[src/rtl/dds_mod_sequencer_if.sv]
// Configuration handshake bundle for dds_mod_sequencer.
// The master requests a mode/baud change; the slave (sequencer) reports
// readiness and flags illegal modes with a one-cycle error pulse.
interface dds_mod_sequencer_if;
  logic        cfg_valid;
  logic        cfg_ready;
  logic [3:0]  cfg_mode;
  logic [15:0] cfg_baud_div;
  logic        cfg_err;

  modport master (
    output cfg_valid, cfg_mode, cfg_baud_div,
    input  cfg_ready, cfg_err
  );

  modport slave (
    input  cfg_valid, cfg_mode, cfg_baud_div,
    output cfg_ready, cfg_err
  );
endinterface

[src/rtl/dds_mod_sequencer.sv]
// dds_mod_sequencer: symbol timebase, 5-bit LFSR data source and FSK tuning
// word select for the DDS modulator. Mode/baud changes arrive over a
// valid/ready handshake and are committed only on symbol boundaries while
// running, so the modulator never switches mid-symbol.
// Optional feature: define DDS_SEQ_SYMCNT_EN to add the sym_count output.
module dds_mod_sequencer #(
  parameter logic [4:0]  LFSR_SEED    = 5'h1F,
  parameter logic [31:0] F0_INC       = 32'h0100_0000,
  parameter logic [31:0] F1_INC       = 32'h0200_0000,
  parameter logic [15:0] DEF_BAUD_DIV = 16'd999
) (
  input  logic                    clk,
  input  logic                    reset,
  input  logic                    enable,
  dds_mod_sequencer_if.slave      cfg,
  output logic [3:0]              modulation,
  output logic                    lfsr_mod,
  output logic [31:0]             phase_inc,
  output logic                    sym_tick
`ifdef DDS_SEQ_SYMCNT_EN
  ,
  output logic [15:0]             sym_count
`endif
);

  // An all-zero LFSR would lock up, so a zero seed is replaced by 1.
  localparam logic [4:0] SEED = (LFSR_SEED == 5'h00) ? 5'h01 : LFSR_SEED;

  typedef enum logic [1:0] {
    IDLE = 2'd0,
    RUN  = 2'd1,
    PEND = 2'd2
  } state_t;

  state_t      state_reg;
  logic [15:0] cnt_reg;
  logic [15:0] baud_reg;
  logic [4:0]  lfsr_reg;
  logic        lfsr_mod_reg;
  logic [31:0] phase_inc_reg;
  logic [3:0]  mod_reg;
  logic        err_reg;
  logic [3:0]  pend_mode_reg;
  logic [15:0] pend_baud_reg;
`ifdef DDS_SEQ_SYMCNT_EN
  logic [15:0] sym_count_reg;
`endif

  logic        tick;
  logic        ready;
  logic        xfer;
  logic        legal;
  logic [4:0]  lfsr_next;
  logic        commit;
  logic [3:0]  commit_mode;
  logic [15:0] commit_baud;
  logic [3:0]  mod_next;
  logic        lfsr_mod_next;

  // The tick is decoded from registered state only, so it is a clean
  // one-cycle pulse on the last count of each symbol.
  assign tick      = (state_reg != IDLE) && (cnt_reg == baud_reg);
  assign ready     = (state_reg != PEND);
  assign xfer      = cfg.cfg_valid && ready;
  assign legal     = (cfg.cfg_mode[3:2] == 2'b00);
  assign lfsr_next = {lfsr_reg[3:0], lfsr_reg[4] ^ lfsr_reg[2]};

  // Decide whether a configuration is applied at the coming edge and with
  // which values: immediately when not running, else at a symbol boundary
  // or when the timebase is stopped with a change still pending.
  always_comb begin
    commit      = 1'b0;
    commit_mode = pend_mode_reg;
    commit_baud = pend_baud_reg;
    case (state_reg)
      IDLE: begin
        if (xfer && legal) begin
          commit      = 1'b1;
          commit_mode = cfg.cfg_mode;
          commit_baud = cfg.cfg_baud_div;
        end
      end
      RUN: begin
        if (xfer && legal && !enable) begin
          commit      = 1'b1;
          commit_mode = cfg.cfg_mode;
          commit_baud = cfg.cfg_baud_div;
        end
      end
      PEND: begin
        if (tick || !enable) begin
          commit = 1'b1;
        end
      end
      default: begin
        commit = 1'b0;
      end
    endcase
    mod_next      = commit ? commit_mode : mod_reg;
    lfsr_mod_next = tick ? lfsr_next[4] : lfsr_mod_reg;
  end

  // Sequencer state, timebase, LFSR and registered modulator outputs.
  always_ff @(posedge clk) begin
    if (reset) begin
      state_reg     <= IDLE;
      cnt_reg       <= 16'd0;
      baud_reg      <= DEF_BAUD_DIV;
      lfsr_reg      <= SEED;
      lfsr_mod_reg  <= SEED[4];
      phase_inc_reg <= F0_INC;
      mod_reg       <= 4'd0;
      err_reg       <= 1'b0;
      pend_mode_reg <= 4'd0;
      pend_baud_reg <= 16'd0;
    end else begin
      case (state_reg)
        IDLE: if (enable) state_reg <= RUN;
        RUN: begin
          if (!enable)             state_reg <= IDLE;
          else if (xfer && legal)  state_reg <= PEND;
        end
        PEND: begin
          if (!enable)             state_reg <= IDLE;
          else if (tick)           state_reg <= RUN;
        end
        default:                   state_reg <= IDLE;
      endcase

      // Counter sits at 0 whenever stopped and wraps after the last count.
      if (!enable || (state_reg == IDLE) || tick) begin
        cnt_reg <= 16'd0;
      end else begin
        cnt_reg <= cnt_reg + 16'd1;
      end

      if (tick) begin
        lfsr_reg <= lfsr_next;
      end
      lfsr_mod_reg  <= lfsr_mod_next;
      mod_reg       <= mod_next;
      phase_inc_reg <= ((mod_next == 4'd1) && lfsr_mod_next) ? F1_INC : F0_INC;

      if (commit) begin
        baud_reg <= commit_baud;
      end

      if ((state_reg == RUN) && enable && xfer && legal) begin
        pend_mode_reg <= cfg.cfg_mode;
        pend_baud_reg <= cfg.cfg_baud_div;
      end

      err_reg <= xfer && !legal;
    end
  end

`ifdef DDS_SEQ_SYMCNT_EN
  // Symbol counter restarts with each newly committed configuration.
  always_ff @(posedge clk) begin
    if (reset || commit) begin
      sym_count_reg <= 16'd0;
    end else if (tick) begin
      sym_count_reg <= sym_count_reg + 16'd1;
    end
  end
  assign sym_count = sym_count_reg;
`endif

  assign modulation    = mod_reg;
  assign lfsr_mod      = lfsr_mod_reg;
  assign phase_inc     = phase_inc_reg;
  assign sym_tick      = tick;
  assign cfg.cfg_ready = ready;
  assign cfg.cfg_err   = err_reg;

endmodule

[src/flat_wrapper.sv]
// flat-port wrapper written by rule: the top's interface ports become plain ports
module dds_mod_sequencer_flat 
#(
  parameter logic [4:0]  LFSR_SEED    = 5'h1F,
  parameter logic [31:0] F0_INC       = 32'h0100_0000,
  parameter logic [31:0] F1_INC       = 32'h0200_0000,
  parameter logic [15:0] DEF_BAUD_DIV = 16'd999
)
  (clk, reset, enable, modulation, lfsr_mod, phase_inc, sym_tick, cfg_cfg_valid, cfg_cfg_mode, cfg_cfg_baud_div, cfg_cfg_ready, cfg_cfg_err);
  dds_mod_sequencer_if cfg_i ();
  input  logic clk;
  input  logic reset;
  input  logic enable;
  output logic [3:0] modulation;
  output logic lfsr_mod;
  output logic [31:0] phase_inc;
  output logic sym_tick;
  input wire logic [$bits(cfg_i.cfg_valid)-1:0] cfg_cfg_valid;
  input wire logic [$bits(cfg_i.cfg_mode)-1:0] cfg_cfg_mode;
  input wire logic [$bits(cfg_i.cfg_baud_div)-1:0] cfg_cfg_baud_div;
  output wire logic [$bits(cfg_i.cfg_ready)-1:0] cfg_cfg_ready;
  output wire logic [$bits(cfg_i.cfg_err)-1:0] cfg_cfg_err;
  assign cfg_i.cfg_valid = cfg_cfg_valid;
  assign cfg_i.cfg_mode = cfg_cfg_mode;
  assign cfg_i.cfg_baud_div = cfg_cfg_baud_div;
  assign cfg_cfg_ready = cfg_i.cfg_ready;
  assign cfg_cfg_err = cfg_i.cfg_err;
  dds_mod_sequencer #(.LFSR_SEED(LFSR_SEED), .F0_INC(F0_INC), .F1_INC(F1_INC), .DEF_BAUD_DIV(DEF_BAUD_DIV)) u_core (.clk(clk), .reset(reset), .enable(enable), .cfg(cfg_i), .modulation(modulation), .lfsr_mod(lfsr_mod), .phase_inc(phase_inc), .sym_tick(sym_tick));
endmodule
[config.mk]
export PLATFORM = sky130hd
export DESIGN_NAME = dds_mod_sequencer_flat
export DESIGN_NICKNAME = d
export VERILOG_FILES = /design/src/rtl/dds_mod_sequencer_if.sv /design/src/rtl/dds_mod_sequencer.sv /design/src/flat_wrapper.sv
export SDC_FILE = /design/constraint.sdc
export NUM_CORES = 1
export LEC_CHECK = 0
export ABC_AREA = 1
export CAP_MARGIN = 25
export CORE_UTILIZATION = 50
export DETAILED_ROUTE_END_ITERATION = 7
export DONT_BUFFER_PORTS = 1
export PLACE_DENSITY = 0.72
export SLEW_MARGIN = 15
export SYNTH_ARGS = -nofsm -noshare
export SYNTH_HDL_FRONTEND = slang
export SYNTH_SLANG_ARGS = --single-unit
[constraint.sdc]
create_clock -name clk -period 3.8 [get_ports clk]
set_clock_uncertainty 0.2 [all_clocks]
set_input_delay 0.57 -clock clk [delete_from_list [all_inputs] [get_ports clk]]
set_output_delay 0.57 -clock clk [all_outputs]
set_load 0.05 [all_outputs]
# Word-level counts from Yosys, hierarchy flattened
# Cells that the tools add are included.
[totals]
ff_bits = 97
latch_bits = 0
ram_bits = 0
rom_bits = 0
in_bits = 24
output_inout_bits = 40
n_memories = 0
[op_classes]
addsub = 1
mul = 0
div = 0
magnitude_cmp = 0
eq_ne = 8
shift = 0
muxes = 19
bitwise = 1
n_reduce_logical = 19
[ops]
columns = ["op", "n"]
rows = [
  ["16-bit 2-to-1 mux", 2],
  ["16-bit one-hot mux with 2 select lines", 1],
  ["26-bit 2-to-1 mux", 1],
  ["16-bit by 1-bit adder with 16-bit output (second input constant)", 1],
  ["16-bit == test", 1],
  ["4-bit 2-to-1 mux", 3],
  ["2-bit 2-to-1 mux", 5],
  ["1-bit logical AND", 9],
  ["4-bit one-hot mux with 2 select lines", 1],
  ["3-bit by 2-bit inequality test with 1-bit output (second input constant)", 2],
  ["2-bit one-hot mux with 3 select lines", 1],
  ["4-bit by 1-bit == test with 1-bit output (second input constant)", 1],
  ["2-bit logical NOT", 2],
  ["1-bit 2-to-1 mux", 4],
  ["2-bit inequality test (second input constant)", 2],
  ["1-bit logical OR", 3],
  ["1-bit one-hot mux with 3 select lines", 1],
  ["3-bit AND reduction", 1],
  ["2-bit by 1-bit == test with 1-bit output (second input constant)", 1],
  ["2-bit == test (second input constant)", 1],
  ["1-bit logical NOT", 2],
  ["2-bit nonzero test", 1],
  ["2-bit OR reduction", 1],
  ["1-bit bitwise XOR", 1],
]

# Longest topological paths before layout
[depth]
depth_word = 10
depth_mapped = 15
depth_no_buf = 14

# Worst setup path before layout
# Ideal clock, no wire load.
[synth_timing]
path_kind = "register to output"
start = "register u_core.cnt_reg[8]"
end = "output sym_tick"
t_arrival_ns = 2.089
required_ns = 3.030
slack_ns = 0.941
stages_incl_launch_ff = 7
cell_sequence = "dfxtp_1 buf_2 xnor2_1 nand2_1 nor3_1 nand4_1 nor3_1"
[synth_between]
elab_chain_cells = 2
[synth_lines]
columns = ["item", "line", "rtl"]
rows = [
  ["from (decl)", "dds_mod_sequencer.sv:36", "logic [15:0] cnt_reg;"],
  ["from (signal assigned)", "dds_mod_sequencer.sv:134", "cnt_reg <= cnt_reg + 16'd1;"],
  ["16-bit == test", "dds_mod_sequencer.sv:62", "assign tick = (state_reg != IDLE) && (cnt_reg == baud_reg);"],
  ["1-bit logical AND", "dds_mod_sequencer.sv:62", ""],
  ["to (decl)", "flat_wrapper.sv:17", "output logic sym_tick;"],
]
# Every way passes these cells.

# Final worst setup path
[layout_timing]
start = "register u_core.state_reg[0]"
end = "register u_core.phase_inc_reg[24] (netlist: u_core.phase_inc[24])"
[layout_between]
elab_chain_cells = 10
elab_cells_between_ends = 22
cone_classes = "eq/ne: 4; mux: 10; reduce/logical: 8"
[layout_lines]
columns = ["item", "line", "rtl"]
rows = [
  ["from (decl)", "dds_mod_sequencer.sv:35", "state_t state_reg;"],
  ["from (signal assigned)", "dds_mod_sequencer.sv:106", "state_reg <= IDLE;"],
  ["from (signal assigned)", "dds_mod_sequencer.sv:118", "IDLE: if (enable) state_reg <= RUN;"],
  ["from (signal assigned)", "dds_mod_sequencer.sv:120", "if (!enable) state_reg <= IDLE;"],
  ["2-bit inequality test (*)", "dds_mod_sequencer.sv:63", "assign ready = (state_reg != PEND);"],
  ["via cfg_cfg_ready", "flat_wrapper.sv:21", "output wire logic [$bits(cfg_i.cfg_ready)-1:0] cfg_cfg_ready;"],
  ["1-bit logical AND (*)", "dds_mod_sequencer.sv:64", "assign xfer = cfg.cfg_valid && ready;"],
  ["1-bit logical AND (*)", "dds_mod_sequencer.sv:77, dds_mod_sequencer.sv:84", ""],
  ["1-bit logical AND", "dds_mod_sequencer.sv:84", "if (xfer && legal && !enable) begin"],
  ["1-bit 2-to-1 mux / 4-bit 2-to-1 mux (equally long branches)", "dds_mod_sequencer.sv:84", ""],
  ["1-bit one-hot mux with 3 select lines / 4-bit one-hot mux with 2 select lines (equally long branches)", "dds_mod_sequencer.sv:75", "case (state_reg)"],
  ["4-bit 2-to-1 mux (*)", "dds_mod_sequencer.sv:99", "mod_next = commit ? commit_mode : mod_reg;"],
  ["4-bit by 1-bit == test with 1-bit output (*)", "dds_mod_sequencer.sv:142", "phase_inc_reg <= ((mod_next == 4'd1) && lfsr_mod_next) ? F1_INC : F0_INC;"],
  ["1-bit logical AND (*)", "dds_mod_sequencer.sv:142", ""],
  ["26-bit 2-to-1 mux (*)", "dds_mod_sequencer.sv:142", ""],
  ["to (signal assigned)", "dds_mod_sequencer.sv:142", ""],
  ["to (decl)", "dds_mod_sequencer.sv:40", "logic [31:0] phase_inc_reg;"],
]
# Mark *: on every way through the listed nets, which the timed path passes. The rest lies on a longest branch.
# A chain may end at the register's enable or synchronous reset.

==> out/qor.yml <==
status: "complete, but fails checks"
violations: "DRC"
track_usage: 0.205
clock_path_buffers: 2
worst_pin_slew_ns: 0.898
cp_max_fo: 32
place_inst: 533
die_h_um: 84.7
gp_congestion: 0.878
syn_inst: 471
rows: 29
ir_drop_uv: 290
path_buf_inv: 3
critical-path-top-delay-family: "simple AND/OR/NAND/NOR gates"
grt_max_degree: 36
cts_setup_buffers: 0
cts_tree: "built"
power_density_nw_per_um2: 435
cts-hold-fix-buffers: 0
holdPathEnd: "u_core.state_reg[1]"
fin_cells: 549
cp-end-kind: "register"
fin_tns_setup_ns: 0
drt_first_pass_iters: 8
die_area_um2: 7180
postRouteWirelength_mm: 6.83
hold_path.class: "in -> reg"
htreeDepth: 3
grt_pass1_wl_mm: 11.6
regToRegEndpoint: "u_core.phase_inc[24]"
crit_arrival_ns: 2.78
final_core_util: 0.550
cp.required_ns: 3.82
worstHoldStart: "reset"
cts.sinks: 67
maxCapViolCount: 0
leakagePower_nw: 1.53
drv_slew: 0
wl_per_cell_um: 12.4
synth_warnings: 0
rsz0062_at_grt: "false"
nets: 492
cp-start-kind: "register"
cp_slowest_cell: "nand3_2"
overflow: 0
ant_nets: 0
syn_area_um2: 3420
drc: 2
cts_buffers: 9
seq_area_frac_synth: 0.392
core-area_um2: 6460
hold_viol: 0
r2r_start: "u_core.state_reg[0]"
slew_headroom: 0.398
fp.dieW_um: 84.7
drive_above_1_share: 0.0911
clock_latency_ns: 0.33
antenna_found_initial: 0
criticalPathCategory: "reg -> reg"
synth.distinct_cells: 39
fmax_mhz: 362
avgSynthCellArea_um2: 7.26
cpMostUsedCell: "nand2_1"
via_per_inst: 5.09
ys_ff_latch: 67
max_stage_delay_ns: 0.47
ff2ff_path_depth: 13
hold_ws_ns: 0.0939
antenna_cells: 0
drt_iter0_drc: 234
grt_pass1_vias: 2501
syn2layout_area_growth_pct: 3.77
io_buffers: 0
dr_total_vias: 2793
crit_chain: "nor2_2 -> inv_1 -> nand2_2 -> nor2_2 -> nand3_2 -> inv_2 -> nand2_1 -> nand2_1 -> inv_1 -> nand2_1 -> nand2_1 -> nor2_1 -> nand3_1"
initial_core_util: 0.530
r2r_slack_ns: 1.04
fillers: 621
cts.repair.resized: 0
setup_violations: 0
place_hpwl_mm: 5.11
clkTransAtPathRegs_ns: 0.08
final.min_clock_period_ns: 2.76
period_share: 0.726
num_io_pins: 64
whs_path_depth: 1
clockRootBuffer: "clkbuf_8"
[power breakdown]
part           total (mW)  internal (mW)  switching (mW)
Combinational       0.160         0.0319           0.128
Sequential          0.747          0.720          0.0270
Clock               0.636          0.367           0.269
[Yosys cell counts (all sizes together)]
| cell type | instances | area, um2 |
|---|---|---|
| nand4 | 15 | 93.8 |
| a211oi | 8 | 60.1 |
| nor3 | 11 | 55.1 |
| nor4 | 1 | 6.26 |
| inv | 57 | 216 |
| clkinv | 2 | 7.51 |
| conb | 1 | 3.75 |
| nand2 | 100 | 400 |
| nand3 | 25 | 165 |
| buf | 38 | 283 |
| o311ai | 1 | 8.76 |
| o211a | 1 | 10.0 |
| o21ai | 24 | 120 |
| or2 | 1 | 6.26 |
| o211ai | 14 | 105 |
| and3 | 1 | 6.26 |
| a21oi | 18 | 93.8 |
| a31oi | 1 | 6.26 |
| mux2i | 1 | 10.0 |
| dfxtp | 67 | 1340 |
| clkbuf | 8 | 30.0 |
| nor3b | 6 | 45.0 |
| nor2 | 59 | 246 |
| xor2 | 3 | 26.3 |
| xnor2 | 7 | 61.3 |
| ha | 1 | 12.5 |
[worst register-to-register path, stage by stage (launching register included)]
cell and delay (ns):
dfxtp_1 0.44, nor2_2 0.10, inv_1 0.37, nand2_2 0.13, nor2_2 0.20, nand3_2 0.47
inv_2 0.27, nand2_1 0.07, nand2_1 0.09, inv_1 0.04, nand2_1 0.05, nand2_1 0.06
nor2_1 0.10, nand3_1 0.06
[logic make-up after synthesis]
logic type | Yosys count | share of synthesized area
adder cells (fa/ha/maj) | 1 | 0.00366
AND/OR/NAND/NOR | 219 | 0.300
buffers and inverters | 105 | 0.157
other | 1 | 0.00110
XOR/XNOR | 10 | 0.0256
multiplexers | 1 | 0.00293
flip-flops | 67 | 0.392
AO/OA/AOI/OAI | 67 | 0.118
[per-layer routing]
layer	vias up	track usage	wire [um]	share of wire
li1	1462	-	-	-
met4	0	0.0909	129	0.019
met3	12	0.0442	401	0.059
met1	1248	0.286	3280	0.48
met2	71	0.304	3020	0.44
met5	-	0	0	0
[placed cells by master, fill, tap and decap left out, types with 2 or more instances in the layout]
cell type and count:
nand3_4 2, conb_1 30, nor3_1 10, dfxtp_1 67
nor3b_1 6, a21oi_1 17, clkinv_2 2, nand3_2 3
nand2_4 2, o21ai_0 21, o211ai_1 14, nand2_1 94
nand4_1 15, a211oi_1 8, nand3_1 20, xnor2_1 7
nor2_4 2, clkinv_1 2, clkbuf_8 9, nor2_1 53
buf_4 2, o21ai_1 3, inv_1 51, nor2_2 4
inv_2 5, nand2_2 4, clkinvlp_4 3, xor2_1 3
bufinv_16 2
[layout make-up]
cell class	count	area [um2]	share of cell area
clock buffers	9	124	0.0349
multi-input cells	328	1660	0.467
inverters	59	224	0.0631
clock inverters	7	92.6	0.0261
well taps	77	96.3	0.0271
flip-flops and latches	67	1340	0.378
repair buffers	2	15.0	0.00423
[how the worst max path moves through the flow]
stage                   startpoint                    to  slack [ns]  cells after the start
2_1_floorplan    u_core.cnt_reg[8]              sym_tick        0.94                      6
3_3_place_gp   u_core.state_reg[1]  u_core.phase_inc[24]        1.16                     14
3_5_place_dp   u_core.state_reg[1]  u_core.phase_inc[24]        1.06                     14
4_1_cts        u_core.state_reg[1]  u_core.phase_inc[24]        1.04                     14
5_1_grt        u_core.state_reg[1]  u_core.phase_inc[24]        0.73                     14
6_report       u_core.state_reg[0]  u_core.phase_inc[24]        1.04                     13
[per-stage QoR]
| stage | setup WS [ns] | power (mW) | instance area [um2] |
|---|---|---|---|
| 6_report | 1.04 | 1.54 | 3550 |
| 5_1_grt | 0.732 | 1.60 | 3550 |
| 4_1_cts | 1.04 | 1.56 | 3550 |
| 3_5_place_dp | 1.06 | 0.923 | 3330 |
| 3_3_place_gp | 1.16 | 0.920 | 3330 |
| 2_1_floorplan | 0.941 | 0.932 | 3530 |
Power figures use the tool's default switching activity.
